===== src/rtl/mem_access_stage.sv =====
// Memory-access pipeline stage: issues load/store over a req/ack handshake, stalls upstream while waiting.
// Define MEM_BYTE_ACCESS_EN to add byte accesses (byte_ins_in input, mem_be lane-enable output).
module mem_access_stage #(
    parameter int TIMEOUT = 16,
    parameter int CNT_W   = 5
) (
    input  logic        clk,
    input  logic        reset,
    input  logic        valid_in,
    input  logic [31:0] alu_result_in,
    input  logic [31:0] store_data_in,
    input  logic        ld_ins_in,
    input  logic        st_ins_in,
    input  logic        write_reg_in,
    input  logic [4:0]  rgD_index_in,
`ifdef MEM_BYTE_ACCESS_EN
    input  logic        byte_ins_in,
    output logic [3:0]  mem_be,
`endif
    output logic        stall_out,
    output logic        mem_req,
    output logic        mem_we,
    output logic [31:0] mem_addr,
    output logic [31:0] mem_wdata,
    input  logic        mem_ack,
    input  logic [31:0] mem_rdata,
    output logic        wb_write,
    output logic [31:0] mem_data_out,
    output logic [31:0] data_out,
    output logic        write_reg_out,
    output logic        ld_ins_out,
    output logic [4:0]  rgD_index_out,
    output logic        mem_err
);

    typedef enum logic [1:0] {
        S_IDLE,
        S_REQ,
        S_DONE
    } state_t;

    state_t           r_state;
    state_t           w_state_nxt;

    logic [31:0]      r_addr;
    logic [31:0]      r_wdata;
    logic [31:0]      r_rdata;
    logic             r_we;
    logic             r_ld;
    logic             r_write_reg;
    logic             r_abort;
    logic [4:0]       r_rgd;
    logic [CNT_W-1:0] r_cnt;

    logic             w_mem_op;
    logic             w_is_byte;
    logic             w_misaligned;
    logic             w_accept;
    logic             w_timeout;
    logic [31:0]      w_store_data;
    logic [31:0]      w_load_data;

    assign w_mem_op     = ld_ins_in | st_ins_in;
    assign w_misaligned = w_mem_op && (alu_result_in[1:0] != 2'b00) && !w_is_byte;
    assign w_accept     = (r_state == S_IDLE) && valid_in && w_mem_op && !w_misaligned;
    assign w_timeout    = (r_cnt == CNT_W'(TIMEOUT - 1));

`ifdef MEM_BYTE_ACCESS_EN
    logic       r_byte;
    logic [3:0] r_be;

    assign w_is_byte    = byte_ins_in;
    assign w_store_data = byte_ins_in ? {4{store_data_in[7:0]}} : store_data_in;
    assign mem_be       = (r_state == S_REQ) ? r_be : 4'b0000;

    // Byte loads return the addressed lane zero-extended.
    always_comb begin
        w_load_data = mem_rdata;
        if (r_byte) begin
            case (r_addr[1:0])
                2'd0:    w_load_data = {24'd0, mem_rdata[7:0]};
                2'd1:    w_load_data = {24'd0, mem_rdata[15:8]};
                2'd2:    w_load_data = {24'd0, mem_rdata[23:16]};
                default: w_load_data = {24'd0, mem_rdata[31:24]};
            endcase
        end
    end

    always_ff @(posedge clk) begin
        if (!reset) begin
            r_byte <= 1'b0;
            r_be   <= 4'b0000;
        end else if (w_accept) begin
            r_byte <= byte_ins_in;
            r_be   <= byte_ins_in ? (4'b0001 << alu_result_in[1:0]) : 4'b1111;
        end
    end
`else
    assign w_is_byte    = 1'b0;
    assign w_store_data = store_data_in;
    assign w_load_data  = mem_rdata;
`endif

    always_comb begin
        w_state_nxt = r_state;
        case (r_state)
            S_IDLE:  if (w_accept) w_state_nxt = S_REQ;
            S_REQ:   if (mem_ack || w_timeout) w_state_nxt = S_DONE;
            S_DONE:  w_state_nxt = S_IDLE;
            default: w_state_nxt = S_IDLE;
        endcase
    end

    // NOTE: sequential state uses non-blocking assignments so every register samples pre-edge values.
    always_ff @(posedge clk) begin
        if (!reset) begin
            r_state     <= S_IDLE;
            r_addr      <= 32'd0;
            r_wdata     <= 32'd0;
            r_rdata     <= 32'd0;
            r_we        <= 1'b0;
            r_ld        <= 1'b0;
            r_write_reg <= 1'b0;
            r_abort     <= 1'b0;
            r_rgd       <= 5'd0;
            r_cnt       <= '0;
        end else begin
            r_state <= w_state_nxt;
            if (w_accept) begin
                r_addr      <= alu_result_in;
                r_wdata     <= (st_ins_in && !ld_ins_in) ? w_store_data : 32'd0;
                r_we        <= st_ins_in && !ld_ins_in;
                r_ld        <= ld_ins_in;
                r_write_reg <= write_reg_in;
                r_rgd       <= rgD_index_in;
                r_rdata     <= 32'd0;
                r_abort     <= 1'b0;
                r_cnt       <= '0;
            end
            if (r_state == S_REQ) begin
                if (mem_ack) begin
                    r_rdata <= r_ld ? w_load_data : 32'd0;
                end else begin
                    r_cnt <= r_cnt + 1'b1;
                    if (w_timeout) r_abort <= 1'b1;
                end
            end
        end
    end

    // NOTE: every output gets a default first so no path through the case infers a latch.
    always_comb begin
        stall_out     = 1'b0;
        mem_req       = 1'b0;
        mem_we        = 1'b0;
        mem_addr      = 32'd0;
        mem_wdata     = 32'd0;
        wb_write      = 1'b0;
        mem_data_out  = 32'd0;
        data_out      = 32'd0;
        write_reg_out = 1'b0;
        ld_ins_out    = 1'b0;
        rgD_index_out = 5'd0;
        mem_err       = 1'b0;
        case (r_state)
            S_IDLE: begin
                if (valid_in) begin
                    if (!w_mem_op) begin
                        wb_write      = 1'b1;
                        data_out      = alu_result_in;
                        write_reg_out = write_reg_in;
                        ld_ins_out    = ld_ins_in;
                        rgD_index_out = rgD_index_in;
                    end else if (w_misaligned) begin
                        wb_write      = 1'b1;
                        data_out      = alu_result_in;
                        ld_ins_out    = ld_ins_in;
                        rgD_index_out = rgD_index_in;
                        mem_err       = 1'b1;
                    end else begin
                        stall_out = 1'b1;
                    end
                end
            end
            S_REQ: begin
                stall_out = 1'b1;
                mem_req   = 1'b1;
                mem_we    = r_we;
                mem_addr  = {r_addr[31:2], 2'b00};
                mem_wdata = r_wdata;
            end
            S_DONE: begin
                wb_write      = 1'b1;
                data_out      = r_addr;
                mem_data_out  = r_rdata;
                write_reg_out = r_write_reg && !r_abort;
                ld_ins_out    = r_ld;
                rgD_index_out = r_rgd;
                mem_err       = r_abort;
            end
            default: ;
        endcase
    end

endmodule


===== config.mk =====
export PLATFORM = sky130hd
export DESIGN_NAME = mem_access_stage
export DESIGN_NICKNAME = d
export VERILOG_FILES = /design/src/rtl/mem_access_stage.sv
export SDC_FILE = /design/constraint.sdc
export NUM_CORES = 1
export LEC_CHECK = 0
export CAP_MARGIN = 20
export CORE_MARGIN = 2
export CORE_UTILIZATION = 42
export CTS_BUF_LIST = sky130_fd_sc_hd__clkbuf_8
export CTS_CLUSTER_SIZE = 12
export DETAILED_ROUTE_END_ITERATION = 7
export GPL_TIMING_DRIVEN = 0
export PLACE_DENSITY = 0.76
export SLEW_MARGIN = 40
export SYNTH_ARGS = -nofsm -noshare
export SYNTH_HDL_FRONTEND = slang
export SYNTH_SLANG_ARGS = --single-unit

===== constraint.sdc =====
create_clock -name clk -period 2.4 [get_ports clk]
set_input_delay 0.72 -clock clk [delete_from_list [all_inputs] [get_ports clk]]
set_output_delay 0.72 -clock clk [all_outputs]
set_load 0.005 [all_outputs]

==> results.md <==
* Number of maximum-capacitance violations at 0
* Overflow left after global routing at 0
* Count of flip-flops with a built-in enable after synthesis at 0
* Core region area at 15710 µm²
* Fmax at 368.5 MHz
* Final core utilization at 72.31%
* Cell with the largest stage delay on the worst path: dfxtp_2
* TritonCTS clock tree: built
* Clock latency on the worst-skew pair at 0.39 ns
* Sequential share of power at a little under half
* Total DRC errors in the routed layout at 0
* Logic pwr share at a little over a quarter
* DIE AREA at roughly 17000 µm²
* Pin count of the biggest net entering global routing at 17
* Placed instance area at about 9500 µm²
* Placer congestion estimate at slightly above 0.9
* Share of flip-flops with an asynchronous set or reset at 0%
* Deepest clock path buffer count at 2
* Number of antenna violations at the first check in global routing at 0
* # port buffers at roughly 240
* Data required time at the worst endpoint at roughly 1.7 ns
* Chip width at 130.3 µm
* Register bit total from synthesis at 112
* Series of cell instances along the critical path: buf_6 -> inv_2 -> clkbuf_8 -> o2111ai_2 -> a21oi_2 -> buf_2
* Peak supply drop at approximately 0.25 mV
* Largest driver fanout on the critical path at 10
* Final hold violation count at 0
* Overall global routing resource usage at a little under a third
* Final Net Count at approximately 1300
* Number of buffers inserted for hold repair after clock tree synthesis at 0
* Total via count in the routed design at 8316
* Number of library cell types mapped by synthesis at between 40 and 50
* Clock-pin slew reported for the worst setup and hold paths after clock tree synthesis at roughly 0.11 ns
* Area contributors post-synth: dfxtp_1 (33%), a21oi_1 (10%), o31ai_2 (9.5%), and2_1 (8.9%), nand4_1 (6.3%)
* Startpoint class of the critical path: flop
* Via count of the first global-routing pass at ~8000
* Leading cell types in the layout, fill and taps excluded: a21oi_1 (127), clkdlybuf4s50_1 (111), buf_6 (110), dfxtp_1 (110), nand2_1 (70)
* Setup TNS at -16.12 ns
* Type of the most critical hold path: flop to flop
* Number of placement rows at between 40 and 50
* Count of buffering cells on the critical path with inverters included at 4
* Cell chosen for the clock root: clkbuf_8
* Depth of the worst register-to-register path at 7
* CTS H-tree lvls at 3
* TritonCTS buffer count at 9
* Setup crit end kind: output pin
* Share of the cycle needed by the critical path after routing at 113.1%
* Cell count along the critical path at 6
* Standby leakage power at 4.229 nW
* Worst hold path cell count at 2
* Total of endpoints with negative setup slack in the final report at between 100 and 150
* Run status: finished with violations
* Setup repair after global routing missed its margin: yes
* Average size of a mapped cell at roughly 8.1 µm²
* Power Density at roughly 370 nW/µm²
* Number of optimization iterations in the first detailed-route pass at 5
* Number of synthesis warnings at 0
* Violated checks: negative setup slack
* Clock Sink Count at ~110
* Fraction of layout instances using a drive strength above 1 at 39.84%
* Setup slack after placement at -1.377 ns
* Area of the mapped netlist at approximately 6700 µm²
* Detailed-placement wirelength estimate at around 18 mm
* Primary FF master, synth: dfxtp_1
* Top cell type by total area after synthesis: dfxtp_1
* Switching power as a share of total power at a little under a third
* Fraction of power consumed by the clock network at approximately 28%
* Family with the most delay on the worst path: buffers and inverters
* Registers with the most flip-flops: r_addr: 32 flops, r_rdata: 32 flops, r_wdata: 32 flops
* Synthesized instance count at 824
* Slew headroom at a little under three fifths
* Max Slew Vio Count at 0
* Iteration-0 DRC Markers at approximately 1200
* Synthesis-to-finish area growth at 69.55%
* Most common cell after layout, fill and taps aside: a21oi_1
* Global-route wire length before repair at approximately 42 mm
* Initial Util at about 43%
* Final cell area excluding filler cells at about 11000 µm²
* Internal power component at between 2 and 3 mW
* Net switching power of the design at between 1 and 1.5 mW
* Remaining antenna violation count after routing at 0
* Peak per-stage delay on the critical path at about 0.33 ns
* Sequential share of the synthesized area at about a third
* Number of antenna repair diodes at 0
* Total detailed-routing wirelength at a little under 30 mm
* Data arrival time of the critical path at just under 2 ns
* Min cycle time layout at 2.714 ns
* # IOs at about 250
* Routed vias/inst at 6.057
* Die height at about 130 µm
* Final worst slack at -0.3140 ns
* Startpoint-to-endpoint class of the critical path: flop to output pin
* DR WL/cell at 21.04 µm
* Fill cell count at ~1200
* Transition at the pin with the smallest max-transition slack at 0.6697 ns
* Post-synth top area share at around 33%
* Worst Clk Skew at slightly below 0.007 ns
cells by family (layout without fill, tap and decap cells):
logic type | count (synthesis) | count (layout) | share of synthesized area, %
compound gates | 289 | 289 | 32.26
xor+xnor | 1 | 1 | 0.1307
fa+ha+maj | 2 | 2 | 0.3734
buf+inv | 121 | 453 | 8.402
flops | 112 | 112 | 33.46
mux | 1 | 1 | 0.1494
other cells | 1 | 2 | 0.05596
simple gates | 297 | 297 | 25.17
worst reg2reg max path: stages, from the launching register on:
cell and delay (ns):
dfxtp_2 0.33, buf_6 0.13, buf_4 0.14, or3b_1 0.36, buf_2 0.18, clkbuf_1 0.27, o31ai_1 0.36, a21oi_1 0.12
synthesized netlist by cell type, drive strengths merged (2+ instances only):
cell,count
o2111ai,35
and2,95
o21ai,3
o31ai,73
nand3b,2
and3,4
o311ai,32
clkbuf,77
nand3,4
a22o,2
nor2b,35
a21oi,139
nor3b,2
or3b,2
nand2b,2
buf,41
nor2,6
or2,2
ha,2
nand2,71
nand4,68
dfxtp,112
inv,2
power groups by stage:
stage	Clock (mW)	Combinational, mW	Sequential [mW]
2_1_floorplan	0	0.409	1.95
3_3_place_gp	0	0.832	1.95
3_5_place_dp	0	0.835	1.95
4_1_cts	1.16	1.01	1.91
5_1_grt	1.22	1.16	1.92
6_report	1.15	1.11	1.91
worst paths after layout:
kind,slack (ns),from,end
worst max-delay path,-0.31,r_state[1],data_out[6]
worst min-delay path,0.47,r_wdata[21],r_wdata[21]
worst max register to register,0.38,r_state[1],r_addr[13]
worst min register to register,0.47,r_wdata[21],r_wdata[21]
per-layer routing:
layer | GRT usage (%) | up-vias | share of wire (%)
li1 | - | 3711 | -
met1 | 39.22 | 4001 | 39
met4 | 16.57 | 0 | 4.5
met5 | 0 | - | 0
met3 | 6.478 | 106 | 9.0
met2 | 52.63 | 498 | 48
timing repair:
action / CTS / global route
resized for setup: 688 / 200
pin swaps: 40 / 43
gates cloned: 6 / 4
endpoints found under the setup margin: 138 / 134
setup buffers: 54 / 15
metrics by stage:
| stage | total power, mW | instances | hold WS [ns] |
|---|---|---|---|
| after global routing | 4.299 | 1373 | 0.4954 |
| after CTS | 4.073 | 1360 | 0.4719 |
| after global placement | 2.783 | 1285 | 0.4469 |
| final | 4.174 | 1373 | 0.4711 |
| after floorplan | 2.354 | 825 | 0.4409 |
| after detailed placement | 2.787 | 1285 | 0.4569 |
final cells by class:
class | instances | area, µm² | area share (%)
sequential | 112 | 2245 | 19.76
buffer | 114 | 1001 | 8.810
tap | 216 | 270.3 | 2.379
timing repair buffer | 320 | 3099 | 27.28
clock inverter | 7 | 56.30 | 0.4955
multi-input combinational | 592 | 4556 | 40.09
clock buffer | 9 | 123.9 | 1.090
inverter | 3 | 11.26 | 0.09911
Power figures use the tool's default switching activity.
